File: src/rtl/sdram_ctrl_pkg.sv
// Shared SDRAM controller helpers: width-ratio derivation and lane search
// used by the stream up/downsizers.
package sdram_ctrl_pkg;

  localparam int MAX_LANES = 32;

  typedef enum logic {
    EMPTY = 1'b0,
    BUSY  = 1'b1
  } dsz_state_e;

  function automatic int calc_scale(input int wide_dw, input int narrow_dw);
    return wide_dw / narrow_dw;
  endfunction

  function automatic int calc_idx_w(input int scale);
    return (scale > 1) ? $clog2(scale) : 1;
  endfunction

  // Lowest lane index >= start whose bit is set, or -1 when none remain.
  function automatic int lowest_lane(input logic [MAX_LANES-1:0] lanes,
                                     input int start, input int scale);
    int found;
    found = -1;
    for (int k = MAX_LANES - 1; k >= 0; k--) begin
      if (k < scale && k >= start && lanes[k]) found = k;
    end
    return found;
  endfunction

endpackage

File: src/rtl/stream_downsizer.sv
// Generic data+mask serializer: one wide word in, SCALE narrow beats out.
// MEM_WR_DOWNSIZER_SKIP_EN drops beats whose byte mask is all zero.
//
// state | meaning
// EMPTY | no word held, m_valid=0, input always ready
// BUSY  | presenting beat idx of the held word, m_valid=1
module stream_downsizer
  import sdram_ctrl_pkg::*;
#(
  parameter  int IN_DW  = 32,
  parameter  int OUT_DW = 16,
  localparam int SCALE  = calc_scale(IN_DW, OUT_DW),
  localparam int IW     = calc_idx_w(SCALE),
  localparam int IN_MW  = IN_DW / 8,
  localparam int OUT_MW = OUT_DW / 8
) (
  input  logic              clk,
  input  logic              rst_n,
  input  logic [IN_DW-1:0]  s_data,
  input  logic [IN_MW-1:0]  s_mask,
  input  logic              s_valid,
  output logic              s_ready,
  output logic              s_load,
  output logic [OUT_DW-1:0] m_data,
  output logic [OUT_MW-1:0] m_mask,
  output logic              m_last,
  output logic              m_valid,
  input  logic              m_ready,
  output logic [IW-1:0]     m_idx
);

  dsz_state_e        state;
  logic [IN_DW-1:0]  data_q;
  logic [IN_MW-1:0]  mask_q;
  logic [IW-1:0]     next_idx;
  logic              next_last;

  // The last beat frees the buffer, so a new word can load in the same cycle.
  assign s_ready = !m_valid | (m_ready & m_last);
  assign s_load  = s_valid & s_ready;

  assign m_data = data_q[m_idx*OUT_DW +: OUT_DW];
  assign m_mask = mask_q[m_idx*OUT_MW +: OUT_MW];

`ifdef MEM_WR_DOWNSIZER_SKIP_EN
  logic [SCALE-1:0] lane_nz_in;
  logic [SCALE-1:0] lane_nz_q;
  logic [IW-1:0]    first_idx;
  logic             first_last;
  int               lo_in;
  int               lo_nxt;

  always_comb begin
    for (int k = 0; k < SCALE; k++) begin
      lane_nz_in[k] = |s_mask[k*OUT_MW +: OUT_MW];
      lane_nz_q[k]  = |mask_q[k*OUT_MW +: OUT_MW];
    end
  end

  always_comb begin
    lo_in      = lowest_lane(MAX_LANES'(lane_nz_in), 0, SCALE);
    lo_nxt     = lowest_lane(MAX_LANES'(lane_nz_q), int'(m_idx) + 1, SCALE);
    first_idx  = (lo_in < 0) ? '0 : IW'(lo_in);
    first_last = lowest_lane(MAX_LANES'(lane_nz_in), lo_in + 1, SCALE) < 0;
    next_idx   = (lo_nxt < 0) ? m_idx : IW'(lo_nxt);
    next_last  = lowest_lane(MAX_LANES'(lane_nz_q), lo_nxt + 1, SCALE) < 0;
  end
`else
  always_comb begin
    next_idx  = m_idx + IW'(1);
    next_last = (next_idx == IW'(SCALE - 1));
  end
`endif

  always_ff @(posedge clk or negedge rst_n) begin
    if (!rst_n) begin
      state   <= EMPTY;
      m_valid <= 1'b0;
      m_last  <= 1'b0;
      m_idx   <= '0;
      data_q  <= '0;
      mask_q  <= '0;
    end else if (s_load) begin
      data_q <= s_data;
      mask_q <= s_mask;
`ifdef MEM_WR_DOWNSIZER_SKIP_EN
      if (|s_mask) begin
        state   <= BUSY;
        m_valid <= 1'b1;
        m_idx   <= first_idx;
        m_last  <= first_last;
      end else begin
        state   <= EMPTY;
        m_valid <= 1'b0;
        m_last  <= 1'b0;
      end
`else
      state   <= BUSY;
      m_valid <= 1'b1;
      m_idx   <= '0;
      m_last  <= 1'b0;
`endif
    end else if (state == BUSY && m_ready) begin
      if (!m_last) begin
        m_idx  <= next_idx;
        m_last <= next_last;
      end else begin
        state   <= EMPTY;
        m_valid <= 1'b0;
        m_last  <= 1'b0;
      end
    end
  end

endmodule

File: src/rtl/mem_wr_downsizer.sv
// SDRAM write-path width converter: serializes Wishbone-width words into
// memory-width beats with per-beat address. Optional MEM_WR_DOWNSIZER_SKIP_EN.
module mem_wr_downsizer
  import sdram_ctrl_pkg::*;
#(
  parameter int WB_DW  = 32,
  parameter int MEM_DW = 16,
  parameter int AW     = 32
) (
  input  logic                clk,
  input  logic                rst_n,
  input  logic [AW-1:0]       s_adr_i,
  input  logic [WB_DW-1:0]    s_data_i,
  input  logic [WB_DW/8-1:0]  s_mask_i,
  input  logic                s_valid_i,
  output logic                s_ready_o,
  output logic [AW-1:0]       m_adr_o,
  output logic [MEM_DW-1:0]   m_data_o,
  output logic [MEM_DW/8-1:0] m_mask_o,
  output logic                m_last_o,
  output logic                m_valid_o,
  input  logic                m_ready_i
);

  localparam int SCALE = calc_scale(WB_DW, MEM_DW);
  localparam int IW    = calc_idx_w(SCALE);

  logic          s_load;
  logic [IW-1:0] m_idx;
  logic [AW-1:0] base_q;

  stream_downsizer #(
    .IN_DW  (WB_DW),
    .OUT_DW (MEM_DW)
  ) u_sdz (
    .clk     (clk),
    .rst_n   (rst_n),
    .s_data  (s_data_i),
    .s_mask  (s_mask_i),
    .s_valid (s_valid_i),
    .s_ready (s_ready_o),
    .s_load  (s_load),
    .m_data  (m_data_o),
    .m_mask  (m_mask_o),
    .m_last  (m_last_o),
    .m_valid (m_valid_o),
    .m_ready (m_ready_i),
    .m_idx   (m_idx)
  );

  // Base is word-aligned; sub-word address bits from the bus are dropped.
  always_ff @(posedge clk or negedge rst_n) begin
    if (!rst_n) base_q <= '0;
    else if (s_load) base_q <= s_adr_i & ~AW'(WB_DW / 8 - 1);
  end

  assign m_adr_o = base_q + AW'(m_idx) * AW'(MEM_DW / 8);

endmodule

File: config.mk
export PLATFORM = sky130hd
export DESIGN_NAME = mem_wr_downsizer
export DESIGN_NICKNAME = d
export VERILOG_FILES = /design/src/rtl/sdram_ctrl_pkg.sv /design/src/rtl/stream_downsizer.sv /design/src/rtl/mem_wr_downsizer.sv
export SDC_FILE = /design/constraint.sdc
export NUM_CORES = 1
export LEC_CHECK = 0
export BUFFER_PORTS_ARGS = -buffer_cell sky130_fd_sc_hd__clkbuf_2
export CORE_AREA = 2 2 119 63
export CTS_BUF_LIST = sky130_fd_sc_hd__clkbuf_4 sky130_fd_sc_hd__clkbuf_8 sky130_fd_sc_hd__clkbuf_16
export DETAILED_ROUTE_END_ITERATION = 8
export DIE_AREA = 0 0 121 65
export PLACE_DENSITY = 0.84
export SYNTH_ARGS = -nofsm -noshare
export SYNTH_HDL_FRONTEND = slang
export SYNTH_SLANG_ARGS = --single-unit
File: constraint.sdc
create_clock -name clk -period 3.8 [get_ports clk]
set_input_delay 0.38 -clock clk [delete_from_list [all_inputs] [get_ports clk]]
set_output_delay 0.38 -clock clk [all_outputs]
set_load 0.01 [all_outputs]
==> results.json <==
{
  "status": "completed",
  "place.gp.congestion": 0.8020,
  "timing.rr.start": "u_sdz.state",
  "grt_start_max_net_pins": 71,
  "synth_top_family_by_area": "compound AO/OA/AOI/OAI gates",
  "muxShareOfSynthArea_pct": 0.2792,
  "hold_class": "in -> async",
  "n_fill_cell": 581,
  "worstSetupEndpointType": "output pin",
  "synth.area.top_cells": "dfrtp_1 48%, o32ai_2 18%, nand2_1 8.8%",
  "critical_path_class": "reg -> out",
  "maxSlewHeadroom_pct": 26.24,
  "drt_wl_total_microns": 8099,
  "crit_slowest_cell": "dfrtp_1",
  "post_cts_buffers": 0,
  "final_nets": 525,
  "wl_per_cell_microns": 14.62,
  "multi_input_area_sq_um": 1393,
  "clk_pin_slew_ns": 0.05,
  "postPlaceCellArea_sq_um": 4150,
  "postRouteAntennaNets": 0,
  "hold_slack_ns": 0.1388,
  "avgSynthCellArea_sq_um": 10.21,
  "hpwl_microns": 5434,
  "synthCells": 351,
  "drt_iter0_drc": 119,
  "crit_required_ns": 3.42,
  "crit_family": "flip-flops",
  "diodes": 0,
  "arrival_ns": 1.92,
  "hold_violations": 0,
  "rsz0062_at_grt": "no",
  "synth_commonest_cells": "84 x nand2_1, 69 x dfrtp_1, 68 x inv_1, 40 x o32ai_2, 26 x o32ai_1",
  "drv_slew": 0,
  "ys_ff_latch": 69,
  "cts_buffer_depth": 2,
  "dr.pass1.iters": 4,
  "async_flop_share_pct": 100.0,
  "synth.largest_area_cell": "dfrtp_1",
  "stdcell_area_sq_um": 4428,
  "synthSimpleGateAreaFrac_pct": 10.44,
  "max_cap_viol_count": 0,
  "via_per_inst": 5.141,
  "clock_skew_ns": 0.005797,
  "max_stage_delay_ns": 1.07,
  "io_pins": 125,
  "crit_fanout": 40,
  "fin_crit_ns": 2.305,
  "finalSetupViolations": 0,
  "reg2reg_to": "base_q[15]",
  "worst_slew_pin_slew_ns": 1.106,
  "p_leak_nw": 2.258,
  "start_util_pct": 51.47,
  "synth_xor_area_share_pct": 0,
  "die_w_microns": 121,
  "grt_pass1_wl_microns": 13200,
  "synth_cell_type_count": 21,
  "dieArea_sq_um": 7865,
  "ff2ff_path_depth": 3,
  "synth-adder-area-share_pct": 0,
  "core_sq_um": 6964,
  "htreeDepth": 3,
  "cts_root_buffer": "clkbuf_16",
  "synth_area_sq_um": 3585,
  "timing.final.crit_share_pct": 60.66,
  "powerDensity_nw_per_um2": 810.2,
  "numPortBuffers": 121,
  "clock_sinks": 69,
  "ctsHoldBuffers": 0,
  "numCtsBuffers": 9,
  "ys.flop_type": "dfrtp_1",
  "path_buf_inv": 1,
  "setup_tns_ns": 0,
  "cp_cell_sequence": "o21ai_0 > clkbuf_2",
  "grt_overflow": 0,
  "drive_gt1_share_pct": 40.83,
  "yosysWarningCount": 0,
  "area_growth_pct": 23.53,
  "critPathLaunchType": "flip-flop",
  "yosys.area.top_type_share_pct": 48.17,
  "ys_seq_area_share_pct": 48.17,
  "clk_latency_ns": 0.33,
  "fmax_mhz": 433.8,
  "seqCellArea_sq_um": 1727,
  "grt_pass1_vias": 2828,
  "synth.most_common_cell": "nand2_1",
  "cts_tree": "built",
  "grt_usage_pct": 22.04,
  "finish.utilization_pct": 63.58,
  "max-vdd-ir-drop_v": 0.0004400,
  "row_count": 22,
  "synth_compound_area_share_pct": 27.82,
  "antenna_found_initial": 0,
  "syn_nets": 423,
  "reg2reg_slack_ns": 1.84,
  "cts_resized": 0,
  "drc": 0,
  "fp.dieH_microns": 65,
  "via_count": 2848,
  "synth_edf_count": 0
}
[per-stage QoR]
step                instances  power (mW)  setup WS (ns)
CTS                       554       3.632          1.494
floorplan                 351       2.369          2.289
global placement          538       2.780          1.473
global route              554       3.836          1.234
detailed placement        538       2.851          1.399
finish                    554       3.587          1.495
[routing by layer]
metal	part of all wire (%)	global-route usage, %	routed length (microns)	vias up
met4	0.77	6.977	62	0
met5	0	0	0	-
met1	45	27.03	3660	1357
met2	46	35.53	3700	97
li1	-	-	-	1389
met3	8.3	9.243	676	5
[worst reg2reg max path: cells and delay by family, from the launching register on]
kind / cells / cell delay, ns
flip-flops: 1 / 0.50
buffers and inverters: 1 / 0.47
AO/OA/AOI/OAI: 2 / 0.83
[cells by family after synthesis]
family | count (synthesis)
compound gates | 87
buf+inv | 103
flops | 69
mux | 1
other cells | 1
simple gates | 90
[placed cells by master, fill, tap and decap left out]
cell type / synthesis / final
a21boi_4: 0 / 1
a21o_1: 1 / 1
a311o_1: 1 / 1
and3_4: 1 / 1
and3b_1: 1 / 1
and4bb_2: 1 / 1
buf_12: 0 / 1
buf_2: 12 / 1
buf_4: 3 / 4
clkbuf_16: 0 / 9
clkbuf_2: 0 / 120
clkbuf_8: 0 / 2
clkinv_2: 0 / 5
conb_1: 1 / 1
dfrtp_1: 69 / 69
inv_1: 68 / 68
mux2i_1: 1 / 1
nand2_1: 84 / 84
nand2b_1: 1 / 1
nor2b_4: 1 / 1
o21ai_0: 18 / 18
o32ai_1: 26 / 26
o32ai_2: 40 / 40
or2_2: 1 / 1
[worst max path at each step]
stage / slack, ns / cells past startpoint / end / startpoint
finish: 1.50 / 2 / m_data_o[6] / u_sdz.m_idx
global route: 1.23 / 2 / m_data_o[6] / u_sdz.m_idx
CTS: 1.49 / 2 / m_data_o[6] / u_sdz.m_idx
detailed placement: 1.40 / 4 / u_sdz.data_q[25] / s_valid_i
global placement: 1.47 / 4 / u_sdz.data_q[18] / s_valid_i
floorplan: 2.29 / 4 / s_ready_o / u_sdz.state
[final cells by class]
class                           instances  area share [%]
Sequential cell                        69           38.99
Multi-Input combinational cell        179           31.45
Timing Repair Buffer                  126           14.81
Inverter                               68           5.764
Clock buffer                           11           5.708
Tap cell                               96           2.713
Clock inverter                          5          0.5651
[power breakdown]
group | switching [mW] | leakage, nW | total [mW] | internal, mW
logic | 0.787 | 1.26 | 1.52 | 0.734
clock network | 0.293 | 0.145 | 0.764 | 0.470
registers | 0.222 | 0.853 | 1.30 | 1.08
[state kept, by name, summed over array words and instances (netlist names)]
signal and count:
u_sdz.data_q 32, base_q 30, u_sdz.mask_q 4, u_sdz.m_idx 1
u_sdz.m_last 1, u_sdz.state 1
(Power assumes the default switching activity.)
